==> src/rtl/bcd_conv_arbiter.sv <==
// bcd_conv_arbiter: round-robin arbiter/sequencer sharing one serial
// binary-to-BCD converter (20-bit in, 24-bit out) among NREQ requesters.
// Optional watchdog: define BCD_ARB_TIMEOUT_EN to abort a conversion that
// has not completed within TIMEOUT_CYC cycles (reported via rsp_err_o).
module bcd_conv_arbiter #(
  parameter int NREQ        = 4,
  parameter int TIMEOUT_CYC = 255
) (
  input  logic               clk,
  input  logic               rst,
  input  logic [NREQ-1:0]    req_valid_i,
  output logic [NREQ-1:0]    req_ready_o,
  input  logic [NREQ*20-1:0] req_bin_i,
  output logic [NREQ-1:0]    rsp_valid_o,
  output logic [23:0]        rsp_bcd_o,
  output logic               rsp_err_o,
  output logic               conv_start_o,
  output logic [19:0]        conv_bin_o,
  input  logic               conv_busy_i,
  input  logic [23:0]        conv_bcd_i
);

  localparam int PW = (NREQ > 1) ? $clog2(NREQ) : 1;

  typedef enum logic [1:0] {IDLE = 2'd0, LAUNCH = 2'd1, RUN = 2'd2} state_t;

  state_t          state_q, state_d;
  logic [PW-1:0]   ptr_q, ptr_d;
  logic [PW-1:0]   gnt_q, gnt_d;
  logic [PW-1:0]   grant_idx;
  logic            grant_vld;
  logic            grant_fire;
  logic            conv_done;
  logic            to_hit;
  logic [19:0]     bin_q, bin_d, bin_sel;
  logic [NREQ-1:0] rsp_valid_q, rsp_valid_d;
  logic [23:0]     rsp_bcd_q, rsp_bcd_d;
  logic            rsp_err_q, rsp_err_d;

  function automatic logic [NREQ-1:0] onehot(input logic [PW-1:0] idx);
    logic [NREQ-1:0] v;
    v      = '0;
    v[idx] = 1'b1;
    return v;
  endfunction

  if (NREQ < 2 || NREQ > 8 || TIMEOUT_CYC < 1) begin : g_bad_params
    $error("bcd_conv_arbiter: NREQ must be 2..8 and TIMEOUT_CYC >= 1");
  end

  // Round-robin search starting just after the last winner, plus operand mux
  always_comb begin
    int cand;
    grant_vld = 1'b0;
    grant_idx = '0;
    bin_sel   = '0;
    for (int k = 1; k <= NREQ; k++) begin
      cand = int'(ptr_q) + k;
      if (cand >= NREQ) cand = cand - NREQ;
      if (!grant_vld && req_valid_i[PW'(cand)]) begin
        grant_vld = 1'b1;
        grant_idx = PW'(cand);
      end
    end
    for (int k = 0; k < NREQ; k++) begin
      if (grant_idx == PW'(k)) bin_sel = req_bin_i[k*20 +: 20];
    end
  end

  // A grant made while rst is high would be thrown away by the reset edge,
  // so it is suppressed rather than shown to a requester.
  assign grant_fire = (state_q == IDLE) && !rst && !conv_busy_i && grant_vld;
  assign conv_done  = (state_q == RUN) && !conv_busy_i;

`ifdef BCD_ARB_TIMEOUT_EN
  localparam int CW = $clog2(TIMEOUT_CYC + 1);
  logic [CW-1:0] to_cnt_q, to_cnt_d;

  assign to_hit = (state_q != IDLE) && (to_cnt_q == CW'(TIMEOUT_CYC));

  // Watchdog count: cleared on grant, advancing while a conversion is outstanding
  always_comb begin
    to_cnt_d = to_cnt_q;
    if (grant_fire)
      to_cnt_d = '0;
    else if (state_q != IDLE && !to_hit)
      to_cnt_d = to_cnt_q + 1'b1;
  end

  // Watchdog counter register
  always_ff @(posedge clk) begin
    if (rst) to_cnt_q <= '0;
    else     to_cnt_q <= to_cnt_d;
  end
`else
  assign to_hit = 1'b0;
`endif

  // FSM state register
  always_ff @(posedge clk) begin
    if (rst) state_q <= IDLE;
    else     state_q <= state_d;
  end

  // FSM next state: LAUNCH waits for the converter to take the start,
  // RUN waits for busy to fall (or the watchdog to expire)
  always_comb begin
    state_d = state_q;
    case (state_q)
      IDLE:    if (grant_fire) state_d = LAUNCH;
      LAUNCH: begin
        if (to_hit)           state_d = IDLE;
        else if (conv_busy_i) state_d = RUN;
      end
      RUN:     if (!conv_busy_i || to_hit) state_d = IDLE;
      default: state_d = IDLE;
    endcase
  end

  // FSM outputs: start strobe from state, ready from the combinational grant
  always_comb begin
    conv_start_o = (state_q == LAUNCH);
    req_ready_o  = grant_fire ? onehot(grant_idx) : '0;
  end

  // Next values for operand, owner and the one-cycle response
  always_comb begin
    ptr_d       = ptr_q;
    gnt_d       = gnt_q;
    bin_d       = bin_q;
    rsp_valid_d = '0;
    rsp_err_d   = 1'b0;
    rsp_bcd_d   = rsp_bcd_q;
    if (grant_fire) begin
      ptr_d = grant_idx;
      gnt_d = grant_idx;
      bin_d = bin_sel;
    end
    if (conv_done) begin
      rsp_valid_d = onehot(gnt_q);
      rsp_bcd_d   = conv_bcd_i;
    end else if (to_hit) begin
      rsp_valid_d = onehot(gnt_q);
      rsp_err_d   = 1'b1;
      rsp_bcd_d   = '0;
    end
  end

  // Operand, owner and response registers
  always_ff @(posedge clk) begin
    if (rst) begin
      ptr_q       <= PW'(NREQ - 1);
      gnt_q       <= '0;
      bin_q       <= '0;
      rsp_valid_q <= '0;
      rsp_bcd_q   <= '0;
      rsp_err_q   <= 1'b0;
    end else begin
      ptr_q       <= ptr_d;
      gnt_q       <= gnt_d;
      bin_q       <= bin_d;
      rsp_valid_q <= rsp_valid_d;
      rsp_bcd_q   <= rsp_bcd_d;
      rsp_err_q   <= rsp_err_d;
    end
  end

  assign conv_bin_o  = bin_q;
  assign rsp_valid_o = rsp_valid_q;
  assign rsp_bcd_o   = rsp_bcd_q;
  assign rsp_err_o   = rsp_err_q;

endmodule

==> config.mk <==
export PLATFORM = sky130hd
export DESIGN_NAME = bcd_conv_arbiter
export DESIGN_NICKNAME = d
export VERILOG_FILES = /design/src/rtl/bcd_conv_arbiter.sv
export SDC_FILE = /design/constraint.sdc
export NUM_CORES = 1
export LEC_CHECK = 0
export BUFFER_PORTS_ARGS = -buffer_cell sky130_fd_sc_hd__buf_2
export CELL_PAD_IN_SITES_DETAIL_PLACEMENT = 1
export CELL_PAD_IN_SITES_GLOBAL_PLACEMENT = 1
export CORE_ASPECT_RATIO = 0.75
export CORE_UTILIZATION = 30
export CTS_CLUSTER_DIAMETER = 120
export DETAILED_ROUTE_END_ITERATION = 8
export GPL_TIMING_DRIVEN = 0
export PLACE_DENSITY = 0.78
export SYNTH_ARGS = -nofsm -noshare
export SYNTH_HDL_FRONTEND = slang
export SYNTH_SLANG_ARGS = --single-unit
==> constraint.sdc <==
create_clock -name clk -period 3 [get_ports clk]
set_input_delay 0.45 -clock clk [delete_from_list [all_inputs] [get_ports clk]]
set_output_delay 0.45 -clock clk [all_outputs]
set_load 0.005 [all_outputs]
==> results.py, run 1 <==
metrics = {
    "run_status": {
        "outcome": "finished with violations",
        "violations": "design-rule violations",
    },
    "clock_tree": {
        "numCtsBuffers": 5,
        "clockBufferDepth": 2,
        "post_cts_resized": 0,
        "cts_tree": "done",
        "clkTransAtPathRegs_ns": 0.07,
        "cts_hold_buf": 0,
        "post-cts-setup-buffer-count": 0,
        "cts.sinks": 54,
        "cts-htree-levels": 2,
        "clock_latency_ns": 0.29,
        "cts-root-buf": "clkbuf_16",
    },
    "global_routing": {
        "grt_pass1_wl_um": 14480,
        "grt_pass1_vias": 2950,
        "grtUsageTotal": 0.1933,
        "antenna_found_initial": 0,
        "grt-ovfl-total": 0,
        "grt_max_degree": 18,
    },
    "worst_setup_path": {
        "worstReg2RegStart": "ptr_q[1]",
        "cp_max_fo": 10,
        "reg2reg_depth": 7,
        "cp_common_cell": "buf_2",
        "worstPathCellList": "buf_2 -> nand2b_1 -> a31oi_2 -> clkbuf_1 -> nand2_1 -> nor2b_1 -> buf_2",
        "worstSetupPathType": "flop to output pin",
        "cp.arrival_ns": 2.26,
        "timing.rr.end": "conv_bin_o[4]",
        "cp-end-kind": "output pin",
        "cp.required_ns": 2.55,
        "cpMaxStageDelayCell": "clkbuf_1",
        "r2r_slack_ns": 0.94,
        "max_stage_delay_ns": 0.44,
        "critPathLaunchType": "flop",
    },
    "logic_synthesis": {
        "synth_commonest_cells": "dfxtp_1, nand2_1, nand3_1",
        "ys.flop_type": "dfxtp_1",
        "synth_cell_types": 36,
        "synthCells": 307,
        "post-synth-top-count-cell": "dfxtp_1",
        "synthesis.area_mm2": 0.002685,
        "synth_edf_count": 0,
        "yosys_register_bits": 54,
        "async_reset_ff_frac": 0,
        "synth_area_leader_cell": "dfxtp_1",
        "synth_area_per_cell_um2": 8.746,
        "yosys_warnings": 0,
        "ys_seq_area_frac": 0.4026,
        "synthTopCellsByArea": "dfxtp_1, mux2i_1, mux2_2, nand2_1, a221o_1",
        "syn_nets": 418,
        "synth_top_area_share": 0.4026,
    },
    "floorplan": {
        "rows": 29,
        "num_io_pins": 165,
        "die_w_um": 111.2,
        "initial_core_util": 0.3136,
        "dieArea_mm2": 0.009336,
        "die_h_um": 83.93,
        "coreArea_mm2": 0.008563,
    },
    "route": {
        "wl_met2_um": 4508,
        "routed-via-count": 2904,
        "routed_wl_um": 9074,
        "drt-initial-drc-count": 157,
        "wl_met1_um": 3971,
        "drtPass1Iterations": 6,
        "met3_length_um": 474,
        "drc_errors": 22,
        "vias_per_cell": 4.964,
        "routedWlPerCell_um": 15.51,
        "drt.antenna.violating_nets": 0,
        "top_layer": "met4",
    },
    "power": {
        "peakVddDrop_v": 0.0002514,
        "p_leak_nw": 1.827,
        "power_density_mw_per_mm2": 482.9,
    },
    "cells_and_area": {
        "stdcell_count": 585,
        "layout-drive-gt1-share": 0.4382,
        "antenna_cells": 0,
        "synthToLayoutAreaGrowth_pct": 41.52,
        "fillers": 1058,
        "final_area_mm2": 0.003800,
        "final_nets": 587,
    },
    "placement": {
        "place_area_mm2": 0.003631,
        "place_congestion": 0.7892,
        "dp_hpwl_um": 7258,
        "numPortBuffers": 162,
        "dp_cells": 577,
    },
    "worst_hold_path": {
        "hold_path_class": "primary input to flop",
        "min-delay-start": "conv_bcd_i[11]",
        "holdPathEnd": "rsp_bcd_o[11]",
        "hold_depth": 3,
    },
    "timing": {
        "fmax_mhz": 368.4,
        "final.min_clock_period_ns": 2.715,
        "hold_violations": 0,
        "setup_tns_ns": 0,
        "period_share": 0.9049,
        "finClkSkew_ns": 0.004971,
        "rsz0062_at_grt": "false",
        "setup_viol": 0,
        "finalMaxSlewViolations": 0,
        "hold_slack_ns": 0.3866,
    },
    "job": {
        "maxCapViolations": 0,
    },
}
## cells by family (layout without fill, tap and decap cells)
family | count (synthesis) | count (layout) | share of synthesized area
multiplexers | 41 | 41 | 0.1617
AND/OR/NAND/NOR | 122 | 122 | 0.2195
flip-flops | 54 | 54 | 0.4026
other | 1 | 1 | 0.001397
AO/OA/AOI/OAI | 57 | 57 | 0.1533
buffers and inverters | 32 | 202 | 0.06151
## worst max-delay path by stage
| stage | start | to | slack, ns | depth (start not counted) |
|---|---|---|---|---|
| finish | ptr_q[1] | req_ready_o[3] | 0.29 | 7 |
| global route | ptr_q[1] | req_ready_o[3] | 0.11 | 7 |
| CTS | ptr_q[1] | req_ready_o[3] | 0.33 | 7 |
| detailed placement | req_valid_i[1] | req_ready_o[1] | 0.54 | 8 |
| global placement | req_valid_i[1] | req_ready_o[1] | 0.56 | 8 |
| floorplan | req_valid_i[1] | req_ready_o[1] | 0.87 | 6 |
## cells in the final DEF, fill, tap and decap left out, drive strengths merged
cell,count
buf,176
dfxtp,54
nand2,51
nand3,38
a21oi,27
mux2i,22
mux2,19
a221o,19
clkbuf,19
nor2,9
nor2b,7
inv,5
nand2b,4
and3,3
o21bai,2
a21o,2
nand3b,2
nor3b,2
nor3,2
a22oi,1
o22ai,1
a31oi,1
or4,1
and2,1
or2,1
and4b,1
a211o,1
o21ai,1
o221ai,1
a211oi,1
conb,1
bufinv,1
clkinv,1
## power breakdown
| part | internal, mW | switching [mW] | total [mW] |
|---|---|---|---|
| clock | 0.396 | 0.268 | 0.664 |
| sequential | 0.759 | 0.0225 | 0.782 |
| combinational | 0.195 | 0.195 | 0.390 |
## registers in the layout, summed over array words and instances, names as in the netlist
signal,cells
rsp_bcd_o,24
state_q,2
rsp_valid_o,4
gnt_q,2
ptr_q,2
conv_bin_o,20
## worst max-delay path: cells and delay by family, from the launching register on
kind            cells  cell delay, ns
buf+inv             3            0.74
compound gates      1            0.43
simple gates        3            0.51
flops               1            0.30
## final cells by class
cell class	count	area, um^2	share of cell area
buffer	28	150.1	0.03951
clock buffer	5	125.1	0.03293
clock inverter	3	43.79	0.01152
inverter	4	15.01	0.003951
multi-input combinational	221	1439	0.3787
sequential	54	1081	0.2845
tap	108	135.1	0.03556
timing repair buffer	162	810.8	0.2134
## per-stage QoR
| step | utilization | power [mW] | worst slack [ns] |
|---|---|---|---|
| floorplan | - | 1.016 | 0.8690 |
| global placement | 0.4240 | 1.175 | 0.5624 |
| detailed placement | 0.4240 | 1.188 | 0.5447 |
| CTS | 0.4437 | 1.859 | 0.3280 |
| global route | 0.4437 | 1.930 | 0.1074 |
| finish | 0.4437 | 1.835 | 0.2852 |
## per-layer routing
metal / global-route usage / vias to the layer above
li1: - / 1426
met1: 0.2406 / 1388
met2: 0.3358 / 78
met3: 0.03849 / 12
met4: 0.05897 / 0
met5: 0 / -
Power figures use the tool's default switching activity.
==> inputs of run 2 (changes only) <==
- CELL_PAD_IN_SITES_DETAIL_PLACEMENT: 1 -> default
- CELL_PAD_IN_SITES_GLOBAL_PLACEMENT: 1 -> default
- PLACE_DENSITY: 0.78 -> 0.57
==> results.py, run 2 (synthesis results as in run 1) <==
metrics = {
    "worst_setup_path": {
        "cp-end-kind": "output pin",
        "critPathLaunchType": "flop",
        "worstPathCellList": "buf_2 -> nand2b_1 -> a31oi_2 -> clkbuf_1 -> nand2_1 -> nor2b_1 -> buf_2",
        "reg2reg_depth": 7,
        "worstReg2RegStart": "ptr_q[1]",
        "max_stage_delay_ns": 0.42,
        "path_delay_family": "buffers and inverters",
        "cp_max_fo": 10,
        "startpoint": "ptr_q[1]",
        "r2r_slack_ns": 0.94,
        "cp.arrival_ns": 2.15,
        "worstSetupPathType": "flop to output pin",
        "timing.rr.end": "conv_bin_o[18]",
        "cp.required_ns": 2.55,
        "path_buf_inv": 3,
        "cp_common_cell": "buf_2",
        "cpMaxStageDelayCell": "clkbuf_1",
    },
    "placement": {
        "place_congestion": 0.7710,
        "place_area_mm2": 0.003631,
        "numPortBuffers": 162,
        "preCtsSetupSlack_ns": 0.5428,
        "dp_hpwl_um": 6218,
    },
    "cells_and_area": {
        "layout-drive-gt1-share": 0.4382,
        "final_nets": 587,
        "final_area_mm2": 0.003785,
        "mostFrequentLayoutCell": "buf_2",
        "antenna_cells": 0,
        "fillers": 918,
        "synthToLayoutAreaGrowth_pct": 40.96,
        "largest_register_ffs": 24,
        "utilization": 0.4420,
        "layout_common_cells": "buf_2, dfxtp_1, nand2_1, nand3_1, a21oi_1",
    },
    "floorplan": {
        "num_io_pins": 165,
        "coreArea_mm2": 0.008563,
        "dieArea_mm2": 0.009336,
        "initial_core_util": 0.3136,
        "rows": 29,
        "die_w_um": 111.2,
        "die_h_um": 83.93,
    },
    "power": {
        "p_leak_nw": 1.819,
        "peakVddDrop_v": 0.0002497,
        "power_density_mw_per_mm2": 464.3,
    },
    "clock_tree": {
        "cts_tree": "done",
        "cts.sinks": 54,
        "cts-root-buf": "clkbuf_16",
        "cts_hold_buf": 0,
        "post_cts_resized": 0,
        "clockBufferDepth": 2,
        "post-cts-setup-buffer-count": 0,
        "clock_latency_ns": 0.29,
        "numCtsBuffers": 5,
        "clkTransAtPathRegs_ns": 0.08,
        "cts-htree-levels": 2,
    },
    "timing": {
        "fmax_mhz": 384.0,
        "finClkSkew_ns": 0.007508,
        "finalMaxSlewViolations": 0,
        "rsz0062_at_grt": "false",
        "setup_viol": 0,
        "setup_ws_ns": 0.3956,
        "period_share": 0.8681,
        "final.min_clock_period_ns": 2.604,
        "setup_tns_ns": 0,
        "hold_violations": 0,
    },
    "route": {
        "routedWlPerCell_um": 13.51,
        "drtPass1Iterations": 6,
        "drt-initial-drc-count": 130,
        "routed-via-count": 2791,
        "drt.antenna.violating_nets": 0,
        "vias_per_cell": 4.771,
        "drc_errors": 22,
        "routed_wl_um": 7904,
    },
    "global_routing": {
        "grt_pass1_vias": 2737,
        "grt_pass1_wl_um": 12830,
        "antenna_found_initial": 0,
        "grt-ovfl-total": 0,
        "grtUsageTotal": 0.1688,
        "grt_max_degree": 20,
    },
    "worst_hold_path": {
        "hold_depth": 3,
        "holdPathEnd": "rsp_bcd_o[1]",
        "min-delay-start": "conv_bcd_i[1]",
        "hold_path_class": "primary input to flop",
    },
    "run_status": {
        "outcome": "finished with violations",
        "violations": "design-rule violations",
    },
    "job": {
        "maxCapViolations": 0,
    },
}
run 2: cell types whose count changed in the layout (fill, tap and decap cells not counted):
cell,previous run,this run
bufinv_16,1,0
clkinv_2,1,0
clkinv_4,0,2
inv_6,1,0
inv_8,0,1
run 2: worst max-delay path by stage:
stage / end / slack, ns / depth (start not counted)
6_report: req_ready_o[3] / 0.40 / 7
5_1_grt: req_ready_o[3] / 0.19 / 7
4_1_cts: req_ready_o[3] / 0.37 / 7
3_5_place_dp: req_ready_o[1] / 0.54 / 8
3_3_place_gp: req_ready_o[1] / 0.56 / 8
2_1_floorplan: req_ready_o[1] / 0.87 / 6
run 2: layout make-up:
cell class	count	area (um^2)	area share
Multi-Input combinational cell	221	1439	0.3802
Tap cell	108	135.1	0.03570
Clock buffer	5	125.1	0.03306
Inverter	4	15.01	0.003967
Clock inverter	3	28.78	0.007603
Timing Repair Buffer	162	810.8	0.2142
Buffer	28	150.1	0.03967
Sequential cell	54	1081	0.2856
run 2: where the power goes:
part / total, mW / leakage (nW) / internal, mW / switching, mW
Sequential: 0.781 / 0.440 / 0.759 / 0.0224
Clock: 0.598 / 0.0759 / 0.319 / 0.279
Combinational: 0.378 / 1.30 / 0.195 / 0.183
Total: 1.76 / 1.82 / 1.27 / 0.485
run 2: metrics by stage:
step	hold slack, ns	instances	power (mW)
finish	0.3857	585	1.757
global route	0.3832	585	1.858
CTS	0.3789	585	1.786
detailed placement	0.4459	577	1.179
global placement	0.4398	577	1.173
floorplan	0.4300	307	1.016
run 2: worst min-delay path, cell delays in order:
cell	delay, ns
buf_2	0.09
nand2_1	0.04
a21oi_1	0.05
run 2: metal layers:
metal | GRT usage | share of wire | wire length (um)
met1 | 0.2199 | 0.48 | 3816
met5 | 0 | 0 | 0
met4 | 0.03686 | 0.0076 | 60
met3 | 0.03558 | 0.051 | 403
met2 | 0.2858 | 0.46 | 3624
